$ cat config.mk
export PLATFORM = sky130hd
export DESIGN_NAME = hazard_ctrl_unit
export DESIGN_NICKNAME = d
export VERILOG_FILES = /design/src/rtl/hazard_ctrl_unit.sv
export SDC_FILE = /design/constraint.sdc
export NUM_CORES = 1
export LEC_CHECK = 0
export BUFFER_PORTS_ARGS = -buffer_cell sky130_fd_sc_hd__buf_2
export CORE_UTILIZATION = 40
export DETAILED_ROUTE_END_ITERATION = 10
export HOLD_SLACK_MARGIN = 0.05
export SKIP_CTS_REPAIR_TIMING = 1
export SYNTH_ARGS = -nofsm -noshare
export SYNTH_HDL_FRONTEND = slang
export SYNTH_SLANG_ARGS = --single-unit
$ cat constraint.sdc
create_clock -name clk -period 2.1 [get_ports clk]
set_input_delay 0 -clock clk [delete_from_list [all_inputs] [get_ports clk]]
set_output_delay 0 -clock clk [all_outputs]
set_load 0.005 [all_outputs]
$ cat src/rtl/hazard_ctrl_unit.sv
// Hazard controller for the 5-stage pipeline: load-use stalls, branch flushes, memory freezes,
// registered forward selects for the instruction entering EX, stall counter and memory timeout.
module hazard_ctrl_unit #(
  parameter int RW          = 4,
  parameter int PERF_W      = 16,
  parameter int MEM_TIMEOUT = 64
) (
  input  logic              clk,
  input  logic              rst_n,
  input  logic              dec_valid,
  input  logic [RW-1:0]     dec_src_a,
  input  logic [RW-1:0]     dec_src_b,
  input  logic              dec_use_a,
  input  logic              dec_use_b,
  input  logic              ex_valid,
  input  logic              ex_wr,
  input  logic              ex_is_load,
  input  logic [RW-1:0]     ex_dest,
  input  logic              mem_valid,
  input  logic              mem_wr,
  input  logic [RW-1:0]     mem_dest,
  input  logic              mem_busy,
  input  logic              branch_taken,
  output logic              stall_if,
  output logic              stall_id,
  output logic              stall_ex,
  output logic              bubble_ex,
  output logic              flush_id,
  output logic [1:0]        fwd_a_sel,
  output logic [1:0]        fwd_b_sel,
  output logic [PERF_W-1:0] stall_count,
  output logic              mem_timeout,
  output logic              fsm_state
);

  // Handshake: none; every control output is a level for the current cycle and the
  // pipeline registers sample it on the same rising edge.

  localparam int CW = $clog2(MEM_TIMEOUT + 1);
  localparam logic [CW-1:0] CNT_MAX = CW'(MEM_TIMEOUT);

  typedef enum logic {
    RUN      = 1'b0,
    MEM_WAIT = 1'b1
  } state_t;

  state_t        state, state_next;
  logic [CW-1:0] cnt, cnt_next;
  logic          timeout_next;

  logic hit_e_a, hit_e_b, hit_m_a, hit_m_b, load_use;
  logic [1:0] sel_a, sel_b;

  assign hit_e_a  = dec_valid & dec_use_a & ex_valid & ex_wr & (ex_dest == dec_src_a);
  assign hit_e_b  = dec_valid & dec_use_b & ex_valid & ex_wr & (ex_dest == dec_src_b);
  assign hit_m_a  = dec_valid & dec_use_a & mem_valid & mem_wr & (mem_dest == dec_src_a);
  assign hit_m_b  = dec_valid & dec_use_b & mem_valid & mem_wr & (mem_dest == dec_src_b);
  assign load_use = (hit_e_a | hit_e_b) & ex_is_load;

  // EX result is younger than MEM result, so it wins when both match.
  assign sel_a = hit_e_a ? 2'b01 : (hit_m_a ? 2'b10 : 2'b00);
  assign sel_b = hit_e_b ? 2'b01 : (hit_m_b ? 2'b10 : 2'b00);

  assign fsm_state = state;

  always_comb begin
    state_next   = state;
    cnt_next     = cnt;
    stall_if     = 1'b0;
    stall_id     = 1'b0;
    stall_ex     = 1'b0;
    bubble_ex    = 1'b0;
    flush_id     = 1'b0;
    case (state)
      RUN: begin
        if (mem_busy) begin
          state_next = MEM_WAIT;
          cnt_next   = CW'(1);
        end
      end
      MEM_WAIT: begin
        if (mem_busy) begin
          cnt_next = (cnt == CNT_MAX) ? cnt : cnt + CW'(1);
        end else begin
          state_next = RUN;
          cnt_next   = '0;
        end
      end
      default: begin
        state_next = RUN;
        cnt_next   = '0;
      end
    endcase
    // In both states a busy memory freezes everything; once it drops, the
    // cycle behaves as an ordinary RUN cycle.
    if (!rst_n) begin
      bubble_ex = 1'b1;
    end else if (mem_busy) begin
      stall_if = 1'b1;
      stall_id = 1'b1;
      stall_ex = 1'b1;
    end else if (branch_taken) begin
      flush_id  = 1'b1;
      bubble_ex = 1'b1;
    end else if (load_use) begin
      stall_if  = 1'b1;
      stall_id  = 1'b1;
      bubble_ex = 1'b1;
    end
  end

  assign timeout_next = mem_timeout | (mem_busy & (cnt_next == CNT_MAX));

  always_ff @(posedge clk or negedge rst_n) begin
    if (!rst_n) begin
      state       <= RUN;
      cnt         <= '0;
      mem_timeout <= 1'b0;
      stall_count <= '0;
      fwd_a_sel   <= 2'b00;
      fwd_b_sel   <= 2'b00;
    end else begin
      state       <= state_next;
      cnt         <= cnt_next;
      mem_timeout <= timeout_next;
      if (stall_if && (stall_count != {PERF_W{1'b1}})) begin
        stall_count <= stall_count + PERF_W'(1);
      end
      if (stall_ex) begin
        fwd_a_sel <= fwd_a_sel;
        fwd_b_sel <= fwd_b_sel;
      end else if (bubble_ex) begin
        fwd_a_sel <= 2'b00;
        fwd_b_sel <= 2'b00;
      end else begin
        fwd_a_sel <= sel_a;
        fwd_b_sel <= sel_b;
      end
    end
  end

endmodule

# == Yosys cells after proc, flatten, opt, wreduce, memory -nomap -nowiden ==
# Index checks and enable logic that the tools add are counted.
# word_totals
regBits,29
latchBits,0
ram_bits,0
mem_bits_ro,0
inputBits,28
out_inout_bits,27
word_cells,57
memories,0
# op_classes
n_addsub,2
mul,0
div_mod_pow,0
order_cmp,0
n_eq_ne,7
shifts,0
n_mux,22
bitwise,19
reduce_logical,1
# op_table
operator,n
$mux W7,3
$add A16 B1 Y16 const B,1
$and A1 B1 Y1,16
$eq A4 B4 Y1,4
$ne A16 B16 Y1 const B,1
$eq A7 B7 Y1 const B,2
$pmux W7 S2,1
$mux W1,12
$mux W2,6
$add A7 B1 Y7 const B,1
$or A1 B1 Y1,2
$logic_and A1 B1 Y1,1
$not A1 Y1,1

# == Depth between registers and ports, before layout ==
# depth
depth_word,11
ltp_mapped,7
mapped_depth_nobuf,7

# == Least setup slack after synthesis ==
# No wires, ideal clock.
# synth_path
path_kind,register -> register
from,register cnt[0]
to,register mem_timeout
setup_ns,0.066
arrival_ns,1.610
t_required_ns,2.034
path_slack_ns,0.423
stages_incl_launch_ff,8
n_path_buf,0
synth_period_minus_slack_ns,1.677
cell_sequence,dfrtp_1 ha_1 and3_1 nand3_1 o21a_1 o21ai_0 o311a_1 a41o_1
# synth_between
elab_chain_len,7
word_cells_on_any_way,9
cone_classes,add/sub: 1; eq/ne: 2; mux: 4; bitwise: 2
# synth_rtl
element,line,source
"start, declared",48,"logic [CW-1:0] cnt, cnt_next;"
"start signal, assigned",124,cnt <= cnt_next;
$add A7 B1 Y7 or $eq A7 B7 Y1 (tied branches),83,cnt_next = (cnt == CNT_MAX) ? cnt : cnt + CW'(1);
$mux W7 *,83,
$mux W7 *,82,if (mem_busy) begin
$pmux W7 S2 *,74,case (state)
named net cnt_next[6],48,
$eq A7 B7 Y1 *,112,assign timeout_next = mem_timeout | (mem_busy & (cnt_next == CNT_MAX));
$and A1 B1 Y1 *,112,
$or A1 B1 Y1 *,112,
named net timeout_next,49,logic timeout_next;
"end signal, assigned",125,mem_timeout <= timeout_next;
"end, declared",32,"output logic mem_timeout,"
# The timed path passes the listed nets; every way through them passes the cells marked *.
# A chain may end at the register's enable or synchronous reset.

# == Worst setup path after layout ==
# layout_path
from,register stall_count[5]
to,register stall_count[1]
# layout_between
elab_chain_len,2
# layout_rtl
element,line,source
"start, declared",31,"output logic [PERF_W-1:0] stall_count,"
"start signal, assigned",127,stall_count <= stall_count + PERF_W'(1);
$ne A16 B16 Y1,126,if (stall_if && (stall_count != {PERF_W{1'b1}})) begin
$logic_and A1 B1 Y1,126,
# No other way between the ends.

==> reports/results.ini <==
[finish]
antenna_cells=0
drive_gt1_share_pct=29.6
area.growth.synth_to_final_pct=24.2
fin_nets=282
fin_area_um2=2260

[power]
p_switching_mw=0.476
p_leak_nw=1.11
clkPwrFrac_pct=27.5
ir_drop_mv=0.219
power_mw=1.51
power_density_nw_per_um2=669
internal_power_mw=1.04
sequentialPowerShare_pct=48.0
switching_share_pct=31.5
p_comb_share_pct=24.5

[critical_path]
worstSetupPathType=flop to flop
r2r-start=stall_count[5]$_DFFE_PN0P_
r2r_end=stall_count[1]$_DFFE_PN0P_
r2r_cells=5
critPathMaxFanout=6
r2r_setup_slack_ns=0.23
cp.arrival_ns=2.03
worstPathRequired_ns=2.26
cp-end-kind=flop
cp-start-kind=flop

[cts]
clk_pin_slew_ns=0.06
root_buffer=clkbuf_8
cts_buffer_depth=2
cts_tree=yes
cts_sinks=29
clkLatencyLatePin_ns=0.28
numCtsBuffers=5
htree_levels=2

[sta]
clock_skew_ns=0.00728
holdWs_ns=0.0340
setup_tns_ns=0
setup_viol=0
worst_pin_slew_ns=0.484
period_share_pct=89.2
slew_viol_final=0
relSlewSlack_pct=67.8
rsz0062_at_grt=false
hold_viol_final=0
post-route-worst-setup-slack_ns=0.226
timing.fmax_ghz=0.534
fin_crit_ns=1.87

[route]
wl_um=3950
viasPerCell=5.38
via_count=1624
wl_per_cell_um=13.1
drc_errors=0
first_iter_violations=71
drtPass1Iterations=4
antenna_left=0

[outcome]
outcome=finished clean

[hold_path]
min_delay_path_depth=3
worstHoldStart=dec_use_a
hp-class=input port to flop
hold_end=fwd_a_sel[0]$_DFFE_PN0N_

[logic_synthesis]
syn_inst=188
ys_types=44
synth_largest_area_cell=dfrtp_1
yosysWarnings=0
synth_seq_cells=29
synth_area_leaders=dfrtp_1, xor2_1, nand3_1
ys_seq_area_share_pct=39.9
syn_avg_cell_area_um2=9.68
synthesis.area_um2=1820
synth_top_area_share_pct=39.9
syn_nets=219

[floorplanning]
die_x_um=69.5
fp-row-count=24
io_pins=55
die_h_um=69.5
dieArea_um2=4820
start_util_pct=41.8
fp.coreArea_um2=4350

[global_routing]
grt_max_degree=36
grt_pass1_wl_um=6840
globalRouteTotalUtil_pct=17.6
overflow=0
antenna_found_initial=0
first_global_vias=1512

[place]
dpl_cell_area_um2=2170
pre_cts_slack_ns=0.221
place_congestion=0.836
portBuffers=54
dp_hpwl_um=3040

[job]
drv_cap=0

## through the flow
step,utilization (%),cells
global route,51.9,302
finish,51.9,302
floorplan,-,188
detailed placement,49.8,294
CTS,51.5,300
global placement,49.8,294
## metal layers
metal,wire length [um],GRT usage [%],vias up,share of wire [%]
met5,0,0,-,0
met3,211,4.51,5,5.3
met4,42,6.80,0,1.1
met2,1780,27.8,48,45
met1,1920,23.1,761,49
li1,-,-,810,-
## cells by family after synthesis
| kind of cell | after synthesis | synth area share, % |
|---|---|---|
| AOI/OAI and AO/OA | 35 | 14.5 |
| xor gates and xnor gates | 30 | 14.4 |
| adders and majority gates | 3 | 2.06 |
| buffers and inverters | 11 | 2.89 |
| DFF | 29 | 39.9 |
| muxes | 2 | 1.24 |
| and+or+nand+nor | 78 | 25.0 |
## layout make-up
class,instances,area [um2]
Fill cell,412,2090
Multi-Input combinational cell,148,1040
Sequential cell,29,726
Timing Repair Buffer,62,335
Clock buffer,5,68.8
Tap cell,52,65.1
Inverter,5,18.8
Clock inverter,1,5.00
## cell usage in the layout, fill, tap and decap left out, drive strengths merged, types with 2 or more instances in the layout
cell type    count
nor2            10
and3             8
xnor2            7
inv              5
buf             60
dlygate4sd3      2
ha               3
nand2b           2
o21ai           12
a21oi            3
xor2            23
nand3           13
dfrtp           29
mux2             2
clkbuf           5
a21boi           3
o31ai            2
nand4            4
a22o             3
and4             2
nor3            12
nand2           13
a31oi            5
nor4             5
and2             2
## cells in the mapped netlist (all sizes together)
master   instances
o311a            1
and4             2
a41o             1
a31oi            5
and3b            1
buf              2
a22o             3
dfrtp           29
nor3            12
o32ai            1
a21boi           3
nand4            4
and4b            1
a2111oi          1
a41oi            1
nand4b           1
and3             8
o21a             1
o32a             1
nor2            10
inv              5
nand2           13
o21ai           12
and2             2
nor2b            1
xor2            23
o31ai            2
nand2b           2
nor4b            1
xnor2            7
and4bb           1
ha               3
a21oi            3
or2              1
mux2             2
nand3           13
nor4             5
clkbuf           4
## registers in the layout (all words and copies together) (netlist names)
register     cells
cnt              7
fsm_state        1
mem_timeout      1
fwd_a_sel        2
fwd_b_sel        2
stall_count     16
## worst max-delay path: stages (launching register included)
cell     delay [ns]
dfrtp_1        0.41
and4_1         0.25
nand3_1        0.18
nor3_1         0.45
nor2_1         0.14
mux2_1         0.33
## power groups by stage
stage | Sequential [mW] | Combinational, mW | Clock [mW]
after floorplan | 0.732 | 0.196 | 0
after global placement | 0.738 | 0.371 | 0
after detailed placement | 0.737 | 0.373 | 0
after CTS | 0.727 | 0.375 | 0.437
after global routing | 0.742 | 0.420 | 0.456
final | 0.726 | 0.371 | 0.416
## worst max path at each step
stage / startpoint / to / slack (ns) / depth (start not counted)
floorplan: cnt[0]$_DFF_PN0_ / mem_timeout$_DFF_PN0_ / 0.42 / 7
global placement: stall_count[5]$_DFFE_PN0P_ / stall_count[1]$_DFFE_PN0P_ / 0.24 / 5
detailed placement: stall_count[6]$_DFFE_PN0P_ / stall_count[1]$_DFFE_PN0P_ / 0.22 / 5
CTS: stall_count[6]$_DFFE_PN0P_ / stall_count[1]$_DFFE_PN0P_ / 0.22 / 5
global route: stall_count[5]$_DFFE_PN0P_ / stall_count[1]$_DFFE_PN0P_ / 0.1 / 5
finish: stall_count[5]$_DFFE_PN0P_ / stall_count[1]$_DFFE_PN0P_ / 0.23 / 5
No activity file was read; power rests on OpenSTA's default activity.
